## src/rtl/norm_iter_pkg.sv

```systemverilog
// rtl/norm_iter_pkg.sv - shared FP-utility types and helpers for the normalizer
package norm_iter_pkg;

  // Normalizer control states
  typedef enum logic [1:0] {
    IDLE  = 2'd0,
    SHIFT = 2'd1,
    DONE  = 2'd2
  } norm_state_t;

  // Bits needed to hold a zero count in the range 0..w
  function automatic int cnt_width(input int w);
    return $clog2(w + 1);
  endfunction

endpackage

```

## src/rtl/norm_iter_if.sv

```systemverilog
// rtl/norm_iter_if.sv - operand/result handshake bundle for the normalizer
interface norm_iter_if #(
  parameter int WIDTH = 23
);
  localparam int CW = norm_iter_pkg::cnt_width(WIDTH);

  logic             InValid;
  logic             InReady;
  logic [WIDTH-1:0] InNum;
  logic             OutValid;
  logic             OutReady;
  logic [WIDTH-1:0] OutNorm;
  logic [CW-1:0]    OutCnt;
  logic             OutZero;

  // Producer/consumer side (drives operands, accepts results)
  modport master (
    output InValid, InNum, OutReady,
    input  InReady, OutValid, OutNorm, OutCnt, OutZero
  );

  // Normalizer side
  modport slave (
    input  InValid, InNum, OutReady,
    output InReady, OutValid, OutNorm, OutCnt, OutZero
  );
endinterface

```

## src/rtl/lzc.sv

```systemverilog
// rtl/lzc.sv - combinational leading-zero counter
module lzc #(
  parameter int WIDTH = 4
) (
  input  logic [WIDTH-1:0]                            i_data,
  output logic [norm_iter_pkg::cnt_width(WIDTH)-1:0]  o_cnt
);
  localparam int CW = norm_iter_pkg::cnt_width(WIDTH);

  logic w_found;

  // Scan from the MSB; the first set bit fixes the count, all-zero yields WIDTH
  always_comb begin
    o_cnt   = CW'(WIDTH);
    w_found = 1'b0;
    for (int i = WIDTH - 1; i >= 0; i--) begin
      if (!w_found && i_data[i]) begin
        o_cnt   = CW'(WIDTH - 1 - i);
        w_found = 1'b1;
      end
    end
  end
endmodule

```

## src/rtl/norm_iter.sv

```systemverilog
// rtl/norm_iter.sv - multi-cycle mantissa normalizer with bounded shift per cycle
module norm_iter
  import norm_iter_pkg::*;
#(
  parameter int WIDTH = 23,
  parameter int STEP  = 4
) (
  input  logic        clk,
  input  logic        reset,
  input  logic        Flush,
  norm_iter_if.slave  bus
);
  localparam int CW = cnt_width(WIDTH);
  localparam int SW = cnt_width(STEP);

  norm_state_t      r_state;
  logic [WIDTH-1:0] r_work;
  logic [CW-1:0]    r_cnt;
  logic [WIDTH-1:0] r_cap;
  logic [WIDTH-1:0] r_norm;
  logic [CW-1:0]    r_out_cnt;
  logic             r_zero;

  logic [STEP-1:0]  w_win;
  logic [SW-1:0]    w_z;
  logic             w_full;

  // Only the top STEP bits are inspected each cycle, keeping the shifter narrow
  assign w_win  = r_work[WIDTH-1 -: STEP];
  assign w_full = (w_z == SW'(STEP));

  lzc #(
    .WIDTH (STEP)
  ) u_lzc (
    .i_data (w_win),
    .o_cnt  (w_z)
  );

  assign bus.InReady  = (r_state == IDLE);
  assign bus.OutValid = (r_state == DONE);
  assign bus.OutNorm  = r_norm;
  assign bus.OutCnt   = r_out_cnt;
  assign bus.OutZero  = r_zero;

  // Control FSM with shifter and count; Flush aborts like reset
  always_ff @(posedge clk) begin
    if (reset || Flush) begin
      r_state   <= IDLE;
      r_work    <= '0;
      r_cnt     <= '0;
      r_cap     <= '0;
      r_norm    <= '0;
      r_out_cnt <= '0;
      r_zero    <= 1'b0;
    end else begin
      case (r_state)
        IDLE: begin
          if (bus.InValid) begin
            r_work <= bus.InNum;
            r_cap  <= bus.InNum;
            r_cnt  <= '0;
            if (bus.InNum == '0) begin
              r_state   <= DONE;
              r_zero    <= 1'b1;
              r_norm    <= '0;
              r_out_cnt <= CW'(WIDTH);
            end else begin
              r_state <= SHIFT;
            end
          end
        end
        SHIFT: begin
          if (w_full) begin
            r_work <= r_work << STEP;
            r_cnt  <= r_cnt + CW'(STEP);
          end else begin
            r_work    <= r_work << w_z;
            r_cnt     <= r_cnt + CW'(w_z);
            r_norm    <= r_work << w_z;
            r_out_cnt <= r_cnt + CW'(w_z);
            r_state   <= DONE;
          end
        end
        DONE: begin
          if (bus.OutReady) begin
            r_state   <= IDLE;
            r_work    <= '0;
            r_cnt     <= '0;
            r_norm    <= '0;
            r_out_cnt <= '0;
            r_zero    <= 1'b0;
          end
        end
        default: r_state <= IDLE;
      endcase
    end
  end

  // Result sanity: normalized MSB set and result consistent with captured operand
  always_ff @(posedge clk) begin
    if (!reset && bus.OutValid && !bus.OutZero) begin
      assert (bus.OutNorm[WIDTH-1]);
      assert (bus.OutNorm == (r_cap << bus.OutCnt));
    end
  end
endmodule
```

## src/flat_wrapper.sv

```systemverilog
// flat-port wrapper written by rule: the top's interface ports become plain ports
module norm_iter_flat import norm_iter_pkg::*;
#(
  parameter int WIDTH = 23,
  parameter int STEP  = 4
)
  (clk, reset, Flush, bus_InValid, bus_InNum, bus_OutReady, bus_InReady, bus_OutValid, bus_OutNorm, bus_OutCnt, bus_OutZero);
  norm_iter_if #(.WIDTH(WIDTH)) bus_i ();
  input  logic clk;
  input  logic reset;
  input  logic Flush;
  input wire logic [$bits(bus_i.InValid)-1:0] bus_InValid;
  input wire logic [$bits(bus_i.InNum)-1:0] bus_InNum;
  input wire logic [$bits(bus_i.OutReady)-1:0] bus_OutReady;
  output wire logic [$bits(bus_i.InReady)-1:0] bus_InReady;
  output wire logic [$bits(bus_i.OutValid)-1:0] bus_OutValid;
  output wire logic [$bits(bus_i.OutNorm)-1:0] bus_OutNorm;
  output wire logic [$bits(bus_i.OutCnt)-1:0] bus_OutCnt;
  output wire logic [$bits(bus_i.OutZero)-1:0] bus_OutZero;
  assign bus_i.InValid = bus_InValid;
  assign bus_i.InNum = bus_InNum;
  assign bus_i.OutReady = bus_OutReady;
  assign bus_InReady = bus_i.InReady;
  assign bus_OutValid = bus_i.OutValid;
  assign bus_OutNorm = bus_i.OutNorm;
  assign bus_OutCnt = bus_i.OutCnt;
  assign bus_OutZero = bus_i.OutZero;
  norm_iter #(.WIDTH(WIDTH), .STEP(STEP)) u_core (.clk(clk), .reset(reset), .Flush(Flush), .bus(bus_i));
endmodule
```

## config.mk

```make
export PLATFORM = sky130hd
export DESIGN_NAME = norm_iter_flat
export DESIGN_NICKNAME = d
export VERILOG_FILES = /design/src/rtl/norm_iter_pkg.sv /design/src/rtl/norm_iter_if.sv /design/src/rtl/lzc.sv /design/src/rtl/norm_iter.sv /design/src/flat_wrapper.sv
export SDC_FILE = /design/constraint.sdc
export NUM_CORES = 1
export LEC_CHECK = 0
export ABC_AREA = 0
export CAP_MARGIN = 30
export CORE_ASPECT_RATIO = 2
export CORE_UTILIZATION = 30
export DETAILED_ROUTE_END_ITERATION = 7
export PLACE_DENSITY_LB_ADDON = 0.25
export SLEW_MARGIN = 20
export SYNTH_ARGS = -nofsm -noshare
export SYNTH_HDL_FRONTEND = slang
export SYNTH_SLANG_ARGS = --single-unit
```

## constraint.sdc

```tcl
create_clock -name clk -period 5.6 [get_ports clk]
set_input_delay 0.56 -clock clk [delete_from_list [all_inputs] [get_ports clk]]
set_output_delay 0.56 -clock clk [all_outputs]
set_load 0.05 [all_outputs]
```

==> results.yml <==
outcome:
  status: "completed"
final_layout:
  stdcell_area_sq_um: 4400
  syn2layout_area_growth_pct: 27.2
  multi_input_area_sq_um: 2020
  final-seq-area_sq_um: 1180
  antenna_cells: 0
  finish.utilization_pct: 39.0
  nFillCells: 1198
  layout.nets: 523
  drive_above_1_share_pct: 8.15
synthesis:
  synth_seq_cells: 59
  yosysSeqAreaShare_pct: 34.1
  synthDistinctLibCells: 59
  synth-main-ff-cell: "dfxtp_1"
  avgSynthCellArea_sq_um: 7.71
  synth_cells: 449
  synth_edf_count: 0
  async_reset_ff_share_pct: 0
  syn-cell-area_sq_um: 3460
  synth_warnings: 0
  synth.net_count: 486
floorplanning:
  dieArea_sq_um: 12000
  die_w_um: 77.9
  die_h_um: 154
  fp-row-count: 55
  core_sq_um: 11300
  start_util_pct: 30.7
  ioPinCount: 59
routing:
  viasPerCell: 5.70
  wirelength_um: 12200
  wire_per_inst_um: 19.3
  first_pass_iters: 6
  vias: 3608
  ant_nets: 0
  drc: 0
  drtIter0Drc: 297
pwr:
  powerDensity_nw_per_um2: 295
  p_leak_nw: 1.57
  vdd_drop_max_uv: 173
timing:
  final.setup.worst_slack_ns: 2.12
  finalCriticalPeriod_ns: 3.48
  fin_setup_tns_ns: 0
  fin_skew_ns: 0.00568
  slew_viol_final: 0
  hold_violations: 0
  tightest_slew_ns: 1.01
  period_share_pct: 62.1
  setup_violations: 0
  rsz0062_at_grt: "no"
  max_freq_mhz: 287
  slew_headroom_pct: 32.4
setup_path:
  arrival_ns: 3.75
  critPathRequiredTime_ns: 5.87
  crit_top_cell: "inv_1"
  rr_startpoint: "u_core.r_work[22]$_SDFFE_PP0P_"
  cpLargestDelayFamily: "flip-flops"
  criticalPathCategory: "flop to flop"
  crit_fanout: 25
  crit_chain: "inv_1, o21ai_2, inv_1, ha_1, fa_1, xor2_1, nor2_2, or4_1, a21oi_1"
  worstSetupStartpointType: "flop"
  critPathSlowestCell: "dfxtp_1"
  startpoint: "u_core.r_work[22]$_SDFFE_PP0P_"
  worst_path_largest_cell_delay_ns: 0.84
  crit_buf_inv: 2
  endpoint_kind: "flop"
global_routing:
  grtUsageMet3_pct: 3.74
  grt.busiest_layer: "met2"
  grt_pass1_wl_um: 19200
  grt_pass1_vias: 3591
  grtUsageMet1_pct: 22.3
  grt_max_degree: 49
  use_met2_pct: 37.2
  grt-ovfl-total: 0
  antenna_found_initial: 0
  grt_usage_pct: 21.3
cts:
  cts.sinks: 59
  cts_hold_buf: 0
  cts_resized: 0
  cts_tree: "done"
  cts-root-buf: "clkbuf_16"
  clockBufferDepth: 2
  clk_pin_slew_ns: 0.06
  htreeDepth: 3
  numCtsBuffers: 9
  clock_latency_ns: 0.34
  post_cts_buffers: 0
placed_design:
  pre_cts_ws_ns: 2.24
  place_hpwl_um: 8650
  gp_congestion: 0.901
  place_area_sq_um: 4050
  io_buffers: 58
flow_run:
  max_cap_viol_count: 0
worst_hold_path:
  min_from: "u_core.bus.OutNorm[17]$_SDFFE_PP0P_"
  min-delay-path-class: "flop to flop"
-- worst min-delay path: stages (launching register included) --
cell	delay (ns)
dfxtp_1	0.31
nand2_1	0.05
a21oi_1	0.05
-- routing by layer --
metal	up-vias	part of all wire, %
met1	1734	37
met4	0	6.6
met3	40	4.2
li1	1702	-
met2	132	52
met5	-	0
-- worst paths after layout --
path                                          to  slack, ns  depth (start not counted)
max reg2reg         u_core.r_cnt[2]$_SDFFE_PP0P_       2.12                          9
max                 u_core.r_cnt[2]$_SDFFE_PP0P_       2.12                          9
min reg2reg  u_core.bus.OutNorm[17]$_SDFFE_PP0P_       0.46                          2
min          u_core.bus.OutNorm[17]$_SDFFE_PP0P_       0.46                          2
-- registers in the layout, indices dropped and copies added (netlist names) --
name,cells
u_core.r_cnt,5
u_core.bus.OutCnt,5
u_core.bus.OutZero,1
u_core.r_state,2
u_core.r_work,23
u_core.bus.OutNorm,23
-- placed cells by master (no fill, tap or decap), types with 2 or more instances in the layout --
cell / count
nor2b_1: 2
or3_1: 3
a211oi_1: 12
xor2_1: 2
a31o_2: 2
bufinv_16: 2
buf_4: 4
nor2_1: 48
dfxtp_1: 59
clkbuf_16: 9
nand3b_1: 2
a221oi_1: 4
a31oi_1: 8
o221ai_1: 4
nor4_1: 11
nand4_1: 2
and2_1: 2
nand2_1: 52
nand3_1: 15
nor3_2: 5
o2bb2ai_1: 4
or2_2: 2
o22ai_1: 11
nor2_2: 3
o211a_1: 4
clkinvlp_4: 2
inv_1: 14
a21o_1: 3
and3_1: 3
o21ai_0: 30
o2111ai_1: 2
a21oi_1: 41
clkdlybuf4s50_1: 58
nor3_1: 15
ha_1: 8
mux2i_1: 13
o211ai_1: 4
-- report_power, final --
group / total, mW / internal, mW / leakage [nW] / switching (mW)
registers: 0.460 / 0.433 / 0.478 / 0.0264
clock network: 0.610 / 0.401 / 0.155 / 0.209
logic: 0.227 / 0.0791 / 0.937 / 0.148
-- final cells by class --
type                       count  area share [%]
clock buffer                  10            5.43
clock inverter                 6            2.02
inverter                      15            1.39
multi-input combinational    338            46.0
sequential                    59            26.8
tap                          142            4.04
timing repair buffer          63            14.3
-- per-stage QoR --
step / hold slack [ns] / cells / total power [mW]
2_1_floorplan: 0.458 / 449 / 0.619
3_3_place_gp: 0.445 / 616 / 0.690
3_5_place_dp: 0.453 / 616 / 0.690
4_1_cts: 0.461 / 632 / 1.30
5_1_grt: 0.480 / 633 / 1.35
6_report: 0.458 / 633 / 1.30
-- cell usage after synthesis, drive strengths merged (2+ instances only) --
cell type / instances / area share (%)
nand4: 2 / 0.36
o211ai: 4 / 0.87
ha: 8 / 2.9
nor2b: 2 / 0.36
a31oi: 8 / 1.4
nand3: 15 / 2.2
o22ai: 11 / 2.0
a221oi: 4 / 1.0
and2: 2 / 0.36
a21oi: 41 / 5.9
a21o: 3 / 0.65
or4: 2 / 0.54
nor4: 11 / 2.0
inv: 15 / 1.8
or2: 2 / 0.36
mux2i: 13 / 3.8
dfxtp: 59 / 34
buf: 13 / 3.3
o211a: 4 / 1.2
a31o: 2 / 0.51
xor2: 2 / 0.51
o221ai: 4 / 1.0
nor2: 52 / 6.3
and3: 3 / 0.54
o2bb2ai: 4 / 1.0
o21a: 2 / 0.47
clkbuf: 24 / 2.6
nor3: 20 / 3.6
o2111ai: 2 / 0.51
a211oi: 13 / 3.0
nand2: 52 / 5.6
o21ai: 33 / 5.0
or3: 3 / 0.54
nand3b: 2 / 0.43
-- kinds of logic (layout without fill, tap and decap cells) --
kind of cell,after synthesis,in the layout,share of synthesized area (%)
AND/OR/NAND/NOR,170,170,23.6
AO/OA/AOI/OAI,143,143,26.6
flip-flops,59,59,34.1
buffers and inverters,52,94,7.70
multiplexers,13,13,3.76
adder cells (fa/ha/maj),9,9,3.47
XOR/XNOR,3,3,0.759
(Power assumes the default switching activity.)
